[config.mk]
export PLATFORM = sky130hd
export DESIGN_NAME = pool_output_packer
export DESIGN_NICKNAME = d
export VERILOG_FILES = /design/src/rtl/pool_pkg.sv /design/src/rtl/pool_lane_compact.sv /design/src/rtl/pool_output_packer.sv
export SDC_FILE = /design/constraint.sdc
export NUM_CORES = 1
export LEC_CHECK = 0
export ABC_CLOCK_PERIOD_IN_PS = 8570
export BUFFER_PORTS_ARGS = -buffer_cell sky130_fd_sc_hd__buf_2
export CORE_ASPECT_RATIO = 0.6
export CORE_MARGIN = 4
export CORE_UTILIZATION = 25
export CTS_CLUSTER_SIZE = 8
export DETAILED_ROUTE_END_ITERATION = 6
export HOLD_SLACK_MARGIN = 0.1
export MAX_ROUTING_LAYER = met4
export PLACE_DENSITY_LB_ADDON = 0.15
export SETUP_SLACK_MARGIN = 0.05
export SLEW_MARGIN = 10
export SYNTH_ARGS = -nofsm -noshare
export SYNTH_HDL_FRONTEND = slang
export SYNTH_SLANG_ARGS = --single-unit
export TNS_END_PERCENT = 10
[constraint.sdc]
create_clock -name clk -period 8.57 [get_ports clk]
set_input_delay 2.1425 -clock clk [delete_from_list [all_inputs] [get_ports clk]]
set_output_delay 2.1425 -clock clk [all_outputs]
set_load 0.01 [all_outputs]
[src/rtl/pool_pkg.sv]
// Shared pooling-datapath helpers: lane/count width helpers, popcount and ceil division.
package pool_pkg;

  localparam int MAX_LANES = 64;

  function automatic int laneIdxWidth(input int numPe);
    return (numPe > 1) ? $clog2(numPe) : 1;
  endfunction

  function automatic int popWidth(input int numPe);
    return $clog2(numPe + 1);
  endfunction

  // Buffer count must reach 2*numPe-1 lanes.
  function automatic int cntWidth(input int numPe);
    return $clog2(2 * numPe);
  endfunction

  function automatic int popcount(input logic [MAX_LANES-1:0] v);
    int n;
    n = 0;
    for (int i = 0; i < MAX_LANES; i++) begin
      if (v[i]) n = n + 1;
    end
    return n;
  endfunction

  function automatic int ceil_a_by_b(input int a, input int b);
    return (a + b - 1) / b;
  endfunction

endpackage

[src/rtl/pool_lane_compact.sv]
// Combinational compaction of a sparse lane vector: valid lanes left-justified in lane order.
module pool_lane_compact
  import pool_pkg::*;
#(
  parameter int NUM_PE     = 4,
  parameter int DATA_WIDTH = 16
) (
  input  logic [NUM_PE*DATA_WIDTH-1:0]     data_i,
  input  logic [NUM_PE-1:0]                mask_i,
  output logic [NUM_PE*DATA_WIDTH-1:0]     packed_o,
  output logic [$clog2(NUM_PE+1)-1:0]      count_o
);

  localparam int PW = popWidth(NUM_PE);

  int pos;

  // pos is the running prefix sum of the mask: the destination slot of lane i.
  always_comb begin
    packed_o = '0;
    pos      = 0;
    for (int i = 0; i < NUM_PE; i++) begin
      if (mask_i[i]) begin
        packed_o[pos*DATA_WIDTH +: DATA_WIDTH] = data_i[i*DATA_WIDTH +: DATA_WIDTH];
        pos = pos + 1;
      end
    end
  end

  assign count_o = PW'(popcount(MAX_LANES'(mask_i)));

endmodule

[src/rtl/pool_output_packer.sv]
// Packs sparse pooled lanes into dense NUM_PE-wide words; flushes a partial word on in_last.
// Optional feature: define POOL_PACK_COUNT_EN to add the out_words_o consumed-word counter.
module pool_output_packer
  import pool_pkg::*;
#(
  parameter int NUM_PE     = 4,
  parameter int DATA_WIDTH = 16
) (
  input  logic                         clk,
  input  logic                         reset,
  input  logic [NUM_PE*DATA_WIDTH-1:0] in_data_i,
  input  logic [NUM_PE-1:0]            in_mask_i,
  input  logic                         in_last_i,
  input  logic                         in_valid_i,
  output logic                         in_ready_o,
  output logic [NUM_PE*DATA_WIDTH-1:0] out_data_o,
  output logic [NUM_PE-1:0]            out_keep_o,
  output logic                         out_last_o,
  output logic                         out_valid_o,
`ifdef POOL_PACK_COUNT_EN
  output logic [31:0]                  out_words_o,
`endif
  input  logic                         out_ready_i
);

  localparam int BUF = 2*NUM_PE - 1;
  localparam int CW  = cntWidth(NUM_PE);
  localparam int PW  = popWidth(NUM_PE);

  typedef logic [DATA_WIDTH-1:0] lane_t;

  lane_t                         buf_q [BUF];
  lane_t                         buf_d [BUF];
  logic [CW-1:0]                 cnt_q, cnt_d;
  logic                          flushPending_q, flushPending_d;
  logic [NUM_PE*DATA_WIDTH-1:0]  outData_q, outData_d;
  logic [NUM_PE-1:0]             outKeep_q, outKeep_d;
  logic                          outLast_q, outLast_d;
  logic                          outValid_q, outValid_d;

  logic [NUM_PE*DATA_WIDTH-1:0]  packedLanes;
  logic [PW-1:0]                 popCnt;
  logic                          accept;
  logic                          emit;
  int                            cntI;
  int                            nEmit;
  int                            base;

  pool_lane_compact #(
    .NUM_PE     (NUM_PE),
    .DATA_WIDTH (DATA_WIDTH)
  ) u_compact (
    .data_i   (in_data_i),
    .mask_i   (in_mask_i),
    .packed_o (packedLanes),
    .count_o  (popCnt)
  );

  assign in_ready_o = (int'(cnt_q) < NUM_PE) && !flushPending_q;
  assign accept     = in_valid_i && in_ready_o;
  assign emit       = (!outValid_q || out_ready_i) &&
                      ((int'(cnt_q) >= NUM_PE) || flushPending_q);

  // Shift out the emitted lanes first, then append the new beat behind what remains.
  always_comb begin
    cntI  = int'(cnt_q);
    nEmit = 0;
    if (emit) nEmit = (cntI < NUM_PE) ? cntI : NUM_PE;
    base = cntI - nEmit;

    for (int e = 0; e < BUF; e++) begin
      buf_d[e] = (e + nEmit < BUF) ? buf_q[e + nEmit] : '0;
    end
    if (accept) begin
      for (int j = 0; j < NUM_PE; j++) begin
        if ((j < int'(popCnt)) && (base + j < BUF)) begin
          buf_d[base + j] = packedLanes[j*DATA_WIDTH +: DATA_WIDTH];
        end
      end
    end
    cnt_d = CW'(base + (accept ? int'(popCnt) : 0));

    flushPending_d = flushPending_q;
    if (emit && flushPending_q && (cntI <= NUM_PE)) flushPending_d = 1'b0;
    if (accept && in_last_i) flushPending_d = 1'b1;

    outData_d  = outData_q;
    outKeep_d  = outKeep_q;
    outLast_d  = outLast_q;
    outValid_d = outValid_q;
    if (emit) begin
      outValid_d = 1'b1;
      outData_d  = '0;
      outKeep_d  = '0;
      for (int i = 0; i < NUM_PE; i++) begin
        if (i < nEmit) begin
          outData_d[i*DATA_WIDTH +: DATA_WIDTH] = buf_q[i];
          outKeep_d[i] = 1'b1;
        end
      end
      outLast_d = flushPending_q && (cntI <= NUM_PE);
    end else if (out_ready_i) begin
      outValid_d = 1'b0;
    end
  end

  always_ff @(posedge clk) begin
    if (reset) begin
      for (int e = 0; e < BUF; e++) buf_q[e] <= '0;
      cnt_q          <= '0;
      flushPending_q <= 1'b0;
      outData_q      <= '0;
      outKeep_q      <= '0;
      outLast_q      <= 1'b0;
      outValid_q     <= 1'b0;
    end else begin
      for (int e = 0; e < BUF; e++) buf_q[e] <= buf_d[e];
      cnt_q          <= cnt_d;
      flushPending_q <= flushPending_d;
      outData_q      <= outData_d;
      outKeep_q      <= outKeep_d;
      outLast_q      <= outLast_d;
      outValid_q     <= outValid_d;
    end
  end

  assign out_data_o  = outData_q;
  assign out_keep_o  = outKeep_q;
  assign out_last_o  = outLast_q;
  assign out_valid_o = outValid_q;

`ifdef POOL_PACK_COUNT_EN
  logic [31:0] words_q;

  // Consuming the last word of a frame restarts the count instead of incrementing it.
  always_ff @(posedge clk) begin
    if (reset) begin
      words_q <= '0;
    end else if (outValid_q && out_ready_i) begin
      words_q <= outLast_q ? 32'd0 : words_q + 32'd1;
    end
  end

  assign out_words_o = words_q;
`endif

endmodule

# == Yosys cells after proc, flatten, opt, wreduce, memory -nomap -nowiden ==
# Memory sizes are Yosys's and may differ from the RTL's.
# Index checks and enable logic that the tools add are counted.
# word_totals
ramBits,112
ff_bits,74
memories,1
output_inout_bits,71
word_cells,155
in_bits,73
# memory_table
name,depth,word_bits,read_ports,rd_ports_with_merged_regs,write_ports,line_no,rtl
buf_q,7,16,11,0,7,pool_output_packer.sv:32,lane_t buf_q [BUF];
# op_classes
shift,6
n_bitwise,11
n_addsub,17
muxes,63
magnitude_cmp,30
reduce_logical,21
# op_table
operator,n
$mux W112,8
$bwmux W112,4
$mux W16,23
$lt A32 B4 Y1 const B,10
$bwmux W64,3
$demux W16 S3,4
$mux W64,3
$shift A16 B33 Y64 const A,3
$shiftx A16 B33 Y64,3
$ge A32 B4 Y1 const B,4
$lt A32 B1 Y1 const B,4
$not A32 Y32,4
$add A4 B32 Y32 const A,3
$neg A32 Y33,2
$add A3 B32 Y32 const A,2
$lt A3 B32 Y1 const A,2
$neg A5 Y33,1
$add A2 B32 Y32 const A,1
$lt A1 B32 Y1 const A,1
$lt A2 B32 Y1 const A,1
$mux W28,1
$logic_and A1 B1 Y1,15
$mux W1,12
$mux W3,4
18 further kinds,30

# == Longest topological paths before layout ==
# Gate-level depths: netlist of run 1.
# depth
ltp_word,23
ltp_mapped,20
mapped_depth_nobuf,14

# == Cells and area by module ==
# Synthesis of run 1 repeated with hierarchy kept, for this count alone.
# hier_totals
cells_unflattened,2159
hier_area_um2,17118.9
# by_module_without_submodules
module,area_each_um2,seq_area_each_um2,n_inst,cells_per_inst
pool_output_packer,15041.9,3723.6,1,1870
pool_lane_compact,2077.0,0.0,1,289

# == Least setup slack after synthesis of run 1 ==
# Ideal clock, no wire load.
# synth_timing
path_kind,input -> register
start,in out_ready_i
end,mem buf_q[3][14] in the netlist's numbering
arrival_time_ns,6.236
stages,18
setup_slack_ns,2.249
n_path_buf,4
required_ns,8.484
setup_ns,0.086
path_cell_list,nor2b_1 > clkbuf_1 > nor3_2 > clkbuf_1 > ha_1 > inv_1 > fa_1 > clkbuf_1 > inv_1 > ha_1 > nor2b_1 > o21ai_0 > nand4_1 > nor2b_1 > nand3_1 > clkbuf_1 > o22ai_1 > a211oi_1
# synth_lines
element,line_no,rtl
from (decl),pool_output_packer.sv:23,input logic out_ready_i
to (decl),pool_output_packer.sv:32,

==> results, run 1 <==
- The design draws 4229 µW.
- The final count of hold timing violations is 0.
- In this run the cell area measured after placement is 19110 µm².
- The netlist uses 77 different library cells.
- The maximum operating frequency is around 150 MHz.
- The share of flip-flops with an asynchronous set or reset is 0%.
- The worst-case IR drop observed on VDD is 150.7 µV.
- For this run, design rule violations remaining after detail routing come to 5.
- The row count is 73.
- Subtracting the final worst setup slack from the clock period gives 6.671 ns.
- Along the worst path, the maximum fanout reaches 27.
- The initial standard-cell utilization of the core is between 20% and 30%.
- The placeable core region is ~67000 µm².
- The total overflow left after global routing is 0.
- In the synthesized netlist, the number of instances is roughly 2400.
- The max-capacitance violation count is 0.
- In this run, post-CTS repair resized a total of 0 instances.
- The initial antenna violation count came to 0.
- The largest individual stage delay along the critical path comes from the cell sky130_fd_sc_hd__o21bai_1.
- The number of nets with antenna violations after detailed routing is 0.
- The leakage power summed over all cells is 0.006822 µW.
- Counting along the longest clock path gives a buffer depth of 2.
- The die is 345.7 µm wide.
- STA classifies the critical path endpoint as a register.
- In this design, the stage delay of the slowest critical-path cell is 0.92 ns.
- The final weighted congestion in routability-driven placement is 0.9969.
- The wire length after detailed routing is 103.3 mm.
- Dividing the synthesized area by the synthesized cell count gives 7.204 µm².
- The layout net count is 2511.
- The type of the worst setup path is input pin to register.
- The DRC marker count from the first detailed-route iteration is roughly 3100.
- The number of vias per cell after detailed routing is 6.425.
- The power per standard cell area is 215.2 nW/µm².
- After layout, the worst setup slack is 1.899 ns.
- The most used flip-flop cell after synthesis is sky130_fd_sc_hd__dfxtp_1.
- CTS saw 186 sinks.
- Across all register-to-register paths, the minimum setup slack is about 3.3 ns.
- The HPWL after detailed placement is 75.66 mm.
- The clock slew seen by the registers of the worst setup and hold paths is 0.08 ns.
- The number of flip-flops and latches in the synthesized netlist is 186.
- The final number of setup-violating endpoints is 0.
- The routed via count is 21370.
- The first TritonRoute pass finished after 7 iterations.
- Entering global routing, the biggest net connects 78 pins.
- The antenna diode count is 0.
- The utilization after layout is 29.36%.
- The quantity of I/O buffers inserted on ports is around 140.
- The category of the worst setup path launch point is an input pin.
- Summing every instance area after synthesis gives 17110 µm².
- In the final timing run, aggregate negative setup slack is 0 ns.
- The final number of max-transition violations is 0.
- Buffers added to address setup during post-CTS repair amount to 0.
- At the worst endpoint, the arrival time is 7.00 ns.
- The clock root buffer master is sky130_fd_sc_hd__clkbuf_16.
- During I/O placement, the number of pins put on the boundary was 144.
- In this run, CTS created clock tree buffers numbering 17.
- After routing the design area is 19660 µm².
- The share of the cycle needed by the critical path after routing is 77.84%.
- The routed wire length per instance is 31.07 µm.
- Setup repair after global routing left no endpoint under its margin.
- The pre-CTS worst setup slack is 1.484 ns.
- The die outline area is 72820 µm².
- The required arrival time at the worst endpoint is 8.90 ns.
- The worst relative slew slack is 8.756%.
- Sequential elements use 21.76% of the synthesized area.
- The deepest level of the CTS H-tree is 4.
- The slew of the pin with the lowest slew margin is between 1 and 1.5 ns.
- Measured along the y axis, the die boundary spans around 210 µm.
- In this run, synthesis inferred 0 flip-flops with an integrated enable.
- The worst-skew pair later-pin latency is 0.48 ns.
- The run finished, with violations left.
- The library cell appearing most often on the critical path is sky130_fd_sc_hd__inv_1.
- The clock tree from TritonCTS is done.
- The global-route usage over all layers is 28.15%.
- The critical path goes through buf_2, inv_1, fa_1, ha_1, inv_1, or3_1, o21bai_1, o21ai_0, a311oi_1, nor3_1.
- The first global-routing pass estimated 149.4 mm of wire.
- The synthesized net count is 2473.
- The number of global-route vias before repair is roughly 21000.
- The final reports fail on design-rule violations.
- The cts-stage hold buffer count is 0.
- In this run the worst hold path is classified as register to register.
- The layout overhead on the synthesized area is 14.88%.
- Yosys printed 0 warnings.
- The post-route netlist has 17.60% of its cells at a drive strength greater than 1.
- The worst clock skew is 0.02396 ns.
[report_power, final]
group          internal [µW]  total, µW  switching [µW]
logic                    719       2290            1570
registers                964       1130             162
clock network            392        814             421
total                   2080       4230            2150
[state kept, by name (all words and copies together), names as in the netlist]
register        count
flushPending_q      1
out_keep_o          4
out_last_o          1
cnt_q               3
buf_q             112
out_valid_o         1
out_data_o         64
[routing by layer]
layer  global-route usage, %  wire length [µm]  up-vias
li1                        -                 -     9240
met1                   38.57             45800    10590
met2                   42.38             44580     1336
met3                   4.029              9350      204
met4                   9.915              3616        0
met5                       -                 0        -
[cell usage in the layout (no fill, tap or decap), types with 8 or more instances in the layout]
cell	netlist	layout
sky130_fd_sc_hd__nand2_1	206	204
sky130_fd_sc_hd__a221oi_1	31	31
sky130_fd_sc_hd__nor3_1	37	30
sky130_fd_sc_hd__o22ai_1	133	133
sky130_fd_sc_hd__nor2_1	289	285
sky130_fd_sc_hd__and2_1	12	12
sky130_fd_sc_hd__a31oi_1	64	64
sky130_fd_sc_hd__a211oi_1	22	20
sky130_fd_sc_hd__nor4_1	27	21
sky130_fd_sc_hd__ha_1	22	21
sky130_fd_sc_hd__o221ai_1	69	69
sky130_fd_sc_hd__o31ai_1	44	44
sky130_fd_sc_hd__o211ai_1	47	47
sky130_fd_sc_hd__mux4_2	16	16
sky130_fd_sc_hd__o21ai_0	138	138
sky130_fd_sc_hd__mux2i_1	85	85
sky130_fd_sc_hd__buf_2	14	142
sky130_fd_sc_hd__dfxtp_1	186	184
sky130_fd_sc_hd__a2bb2oi_1	13	13
sky130_fd_sc_hd__a311oi_1	10	8
sky130_fd_sc_hd__a221o_1	19	19
sky130_fd_sc_hd__nor3b_1	8	8
sky130_fd_sc_hd__nor2b_1	20	17
sky130_fd_sc_hd__inv_1	48	47
sky130_fd_sc_hd__nand3_1	23	23
sky130_fd_sc_hd__a222oi_1	8	8
sky130_fd_sc_hd__o311ai_0	13	13
sky130_fd_sc_hd__mux2_2	60	60
sky130_fd_sc_hd__nand3b_1	8	8
sky130_fd_sc_hd__a22oi_1	120	120
sky130_fd_sc_hd__buf_4	0	118
sky130_fd_sc_hd__a21o_1	14	14
sky130_fd_sc_hd__o221a_2	14	14
sky130_fd_sc_hd__o21a_1	9	9
sky130_fd_sc_hd__clkbuf_16	0	17
sky130_fd_sc_hd__nand2b_1	9	8
sky130_fd_sc_hd__a21oi_1	184	184
sky130_fd_sc_hd__and3_1	32	32
[metrics by stage]
stage / hold WS [ns] / std cells
after CTS: 0.4715 / 3326
after detailed placement: 0.4581 / 3294
after floorplan: 0.4761 / 2375
after global routing: 0.4990 / 3326
after global placement: 0.4464 / 3294
final: 0.4607 / 3326
[synthesized netlist by cell type (22+ instances only)]
cell type | instances | share of area [%]
sky130_fd_sc_hd__o22ai_1 | 133 | 4.9
sky130_fd_sc_hd__o31ai_1 | 44 | 1.9
sky130_fd_sc_hd__nand2_1 | 206 | 4.5
sky130_fd_sc_hd__mux2i_1 | 85 | 5.0
sky130_fd_sc_hd__mux2_2 | 60 | 3.9
sky130_fd_sc_hd__dfxtp_1 | 186 | 22
sky130_fd_sc_hd__o211ai_1 | 47 | 2.1
sky130_fd_sc_hd__buf_1 | 23 | 0.50
sky130_fd_sc_hd__ha_1 | 22 | 1.6
sky130_fd_sc_hd__a31oi_1 | 64 | 2.3
sky130_fd_sc_hd__a211oi_1 | 22 | 0.97
sky130_fd_sc_hd__clkbuf_1 | 203 | 4.5
sky130_fd_sc_hd__nand3_1 | 23 | 0.67
sky130_fd_sc_hd__inv_1 | 48 | 1.1
sky130_fd_sc_hd__o21ai_0 | 138 | 4.0
sky130_fd_sc_hd__a22oi_1 | 120 | 5.3
sky130_fd_sc_hd__nor2_1 | 289 | 6.3
sky130_fd_sc_hd__a21oi_1 | 184 | 5.4
sky130_fd_sc_hd__o221ai_1 | 69 | 3.5
sky130_fd_sc_hd__nor4_1 | 27 | 0.99
sky130_fd_sc_hd__a221oi_1 | 31 | 1.6
sky130_fd_sc_hd__and3_1 | 32 | 1.2
sky130_fd_sc_hd__nor3_1 | 37 | 1.1
[kinds of logic (layout without fill, tap and decap cells)]
group | after synthesis | in the layout | synth area share [%]
xor gates and xnor gates | 8 | 8 | 0.4900
AOI/OAI and AO/OA | 999 | 999 | 39.64
DFF | 186 | 186 | 21.76
muxes | 161 | 161 | 11.03
adders and majority gates | 25 | 25 | 1.960
buffers and inverters | 292 | 343 | 6.596
and+or+nand+nor | 704 | 704 | 18.52
[worst paths after layout]
kind | startpoint | end | depth (start not counted)
setup / recovery | in_mask_i[0] | buf_q[2][1] | 10
hold / removal | out_data_o[46] | out_data_o[46] | 2
setup reg to reg | flushPending_q | buf_q[5][2] | 13
hold reg to reg | out_data_o[46] | out_data_o[46] | 2
[layout make-up]
type,count,area [µm²]
fill,7261,47300
multi-input combinational,1897,12450
sequential,186,3729
timing repair buffer,261,1617
tap,900,1126
clock buffer,21,460.4
inverter,50,187.7
clock inverter,11,86.33
[worst max-delay path: cells and delay by family]
family	cells	cell delay, ns
AOI/OAI and AO/OA	3	1.61
buffers and inverters	3	0.75
and+or+nand+nor	2	0.92
adders and majority gates	2	1.56
Power figures use the tool's default switching activity.
==> run 2: changes to the inputs <==
ABC_CLOCK_PERIOD_IN_PS = 6900   (was 8570)
clock period = 6.9 ns   (was 8.57 ns; I/O delays follow)
==> run 2 against run 1 <==
Net effect: the flow now finishes without violations; sequential power up 28%; sequential share of layout area down 0.15 points; utilization up 0.24 points; total power up 24%; cell count up 0.69%; non-clock buffer count up 22; critical endpoint is now buf_q[2][0]; highest routed layer unchanged.
==> results, run 2 (synthesis gave the netlist of run 1 again) <==
- The final number of max-transition violations was 0 (unchanged).
- The number of global-route vias before repair is 20210 (-2.3%).
- The clock slew seen by the registers of the worst setup and hold paths is 0.07 ns (about the same).
- The layout net count came to 2533 (+0.88%).
- The worst setup margin was 1.369 ns (-0.5298 ns).
- The number of clock sinks is 186 (unchanged).
- The number of nets with antenna violations after detailed routing came to 0 (unchanged).
- The leakage power summed over all cells is 0.006949 µW (+1.9%).
- The total power of the final layout is 5243 µW (+24%).
- The flow ran to the end, and the final reports show no timing, DRC or antenna violations.
- For hold timing, the worst endpoint is out_data_o[46].
- Setup repair after global routing left no endpoint under its margin.
- The routed wire length per instance came to 29.67 µm (-4.5%).
- The deepest level of the CTS H-tree was 4 (unchanged).
- The relative contribution of the clock network to total power is 20.2% (+1.0 points).
- The die outline area came to 72820 µm² (unchanged).
- The HPWL after detailed placement was 76.73 mm (+1.4%).
- The worst ir drop on vdd came to 191.7 µV (+27%).
- The placeable core region is 66950 µm² (unchanged).
- The global-route usage over all layers is 26.93% (-1.2 points).
- The share of the cycle needed by the critical path after routing is 80.16%.
- The wire length after detailed routing is 99.35 mm (-3.9%).
- The depth of the worst register-to-register path is 12 (-1).
- The power per standard cell area is 264.6 nW/µm² (+23%).
- The final count of hold timing violations is 0 (unchanged).
- The endpoint identified for the worst register-to-register timing path is buf_q[2][0].
- The worst clock skew is 0.02170 ns (-0.002261 ns).
- The residual DRC count was 0 (-5).
- The combinational cell fraction of total power is 52.0% (-2.1 points).
- The number of buffers added by the clock tree synthesis step is 17 (unchanged).
- The routed via count is 21180 (-0.88%).
- The maximum clock path buffer count was 2 (unchanged).
- The final weighted congestion in routability-driven placement is 0.9861 (-1.1%).
- The critical path goes through buf_2, inv_1, ha_1, nor2b_1, nor2_1, ha_1, nand2b_1, o31ai_1, a221oi_1, nand4_1, buf_4, o21ai_0, a311oi_1, nor3_1.
- Among the stages of the critical path, the cell type that occurs most often is sky130_fd_sc_hd__ha_1.
- The type of the worst setup path is input pin to register.
- The path class of the tightest hold or removal check is register to register.
- The pin count of the biggest net entering global routing was 80 (+2.6%).
- The length of the first detailed-routing pass in iterations is 7 (unchanged).
- The top fanout value on the critical path is 20 (-26%).
- The internal reg-to-reg setup slack was 1.95 ns (-1.35 ns).
- The number of vias per cell after detailed routing is 6.324 (-1.6%).
- The width of the die is 345.7 µm (unchanged).
- The number of buffers added for setup after CTS was 0 (unchanged).
- The library cells used most frequently in the layout, excluding fill and tap cells, are 286 x sky130_fd_sc_hd__nor2_1, 206 x sky130_fd_sc_hd__nand2_1, 184 x sky130_fd_sc_hd__a21oi_1, 184 x sky130_fd_sc_hd__dfxtp_1, 142 x sky130_fd_sc_hd__buf_2.
- CTS placed an instance of sky130_fd_sc_hd__clkbuf_16 at the clock tree root.
- The count of placed standard cells including taps is 3316 (+0.67%).
- The commonest non-fill, non-tap cell in the layout is sky130_fd_sc_hd__nor2_1.
- The required arrival time at the worst endpoint was 7.20 ns (-1.70 ns).
- The hold path depth is 2 (unchanged).
- The switching fraction of total power came to 49.33% (-1.6 points).
- The sort of element at the end of the critical path is a register.
- The delay contributed by the slowest stage of the critical path is 0.61 ns (-0.31 ns).
- The global-route wire length before repair came to 143.5 mm (-4.0%).
- The top-level I/O count was 144 (unchanged).
- The sequential group share of total power is 27.7% (+1.1 points).
- The worst path needs about 5.5 ns of the cycle, external delays included.
- The number of non-filler instances in the completed layout is 3349 (+0.69%).
- The floorplan die height came to 210.6 µm (unchanged).
- The slew of the pin with the lowest slew margin came to 1.159 ns (-0.1714 ns).
- The row count is 73 (unchanged).
- TritonCTS built the clock tree.
- The residual overflow from global routing was 0 (unchanged).
- The total negative slack was 0 ns (unchanged).
- The worst relative slew slack is 22.01% (+13 points).
- The worst register-to-register path begins at cnt_q[1].
- The number of gates resized after CTS came to 0 (unchanged).
- The hold path startpoint is out_data_o[46].
- The cts-stage hold buffer count is 0 (unchanged).
- The initial antenna violation count came to 0 (unchanged).
- The number of flip-flops under the largest register name is 112 (unchanged).
- Among all stages on the critical path, the largest delay is contributed by sky130_fd_sc_hd__a221oi_1.
- The max-capacitance violation count is 0 (unchanged).
- The fraction of final layout cells with drive strength greater than 1 is 17.99% (+0.39 points).
- Relative to the synthesized area, the layout overhead comes to 15.83%.
- The final number of setup-violating endpoints is 0 (unchanged).
- The maximum operating frequency is around 180 MHz.
- The instance area at placement is 19230 µm² (+0.64%).
- The initial standard-cell utilization of the core was 25.55% (unchanged).
- The worst endpoint data arrival time came to 5.83 ns (-1.17 ns).
- The register with the highest flop count is buf_q.
- The internal power contribution was 2657 µW (+28%).
- The net load switching power was 2586 µW (+20%).
- The final cell area excluding filler cells came to 19820 µm² (+0.82%).
- The number of filler instances in the final layout is 7258 (-0.041%).
- The worst setup path is launched from an input pin.
- The pre-CTS worst setup slack is 1.026 ns (-0.4577 ns).
- The quantity of I/O buffers inserted on ports is 143 (unchanged).
- The DRC marker count from the first detailed-route iteration is 2792 (-9.0%).
- The worst-skew pair later-pin latency is 0.47 ns (about the same).
==> run 2: cell types whose count changed in the layout (fill, tap and decap cells not counted), moves of 3 or more <==
cell / previous run / this run
sky130_fd_sc_hd__buf_4: 118 / 138
sky130_fd_sc_hd__clkinvlp_4: 5 / 1
sky130_fd_sc_hd__nor4_1: 21 / 24
sky130_fd_sc_hd__inv_6: 5 / 1
sky130_fd_sc_hd__clkinv_4: 0 / 4
sky130_fd_sc_hd__nor4_2: 7 / 4
sky130_fd_sc_hd__diode_2: 0 / 3
==> run 2: worst max-delay path: cells and delay by family <==
kind                     cells  cell delay [ns]
AND/OR/NAND/NOR              5             1.53
buffers and inverters        3             0.88
adder cells (fa/ha/maj)      2             0.64
AO/OA/AOI/OAI                4             1.05
==> run 2: final cells by class <==
cell class	count	area (µm²)	area share (%)
antenna	3	7.507	0.03788
clock buffer	21	460.4	2.324
clock inverter	9	116.4	0.5872
inverter	50	187.7	0.9471
multi-input combinational	1897	12380	62.49
sequential	186	3729	18.82
tap	900	1126	5.683
timing repair buffer	283	1807	9.117
==> run 2: power groups by stage <==
stage	sequential, µW	combinational [µW]	clock, µW
6_report	1450	2730	1060
5_1_grt	1470	2880	1120
4_1_cts	1450	2650	1080
3_5_place_dp	1470	2640	0
3_3_place_gp	1470	2620	0
2_1_floorplan	1320	1700	0
==> run 2: routing by layer <==
layer,vias up,GRT usage (%),wire length (µm)
li1,9288,-,-
met1,10560,37.46,45240
met2,1152,40.97,43490
met3,179,2.903,7147
met4,0,8.692,3479
met5,-,-,0
==> run 2: how the worst max path moves through the flow <==
stage	from	depth (start not counted)	end	slack, ns
4_1_cts	in_mask_i[0]	14	buf_q[2][0]	1.51
5_1_grt	in_mask_i[0]	14	buf_q[2][0]	1.16
3_5_place_dp	in_mask_i[0]	15	buf_q[5][10]	1.03
3_3_place_gp	out_ready_i	13	buf_q[2][0]	1.05
6_report	in_mask_i[0]	14	buf_q[2][0]	1.37
2_1_floorplan	out_ready_i	18	buf_q[3][14]	1.0
==> run 2: through the flow <==
step                      hold WS, ns  utilization, %
after global placement         0.4527           28.72
after floorplan                0.4761               -
after CTS                      0.4656           29.58
final                          0.4598           29.60
after global routing           0.4749           29.59
after detailed placement       0.4513           28.72
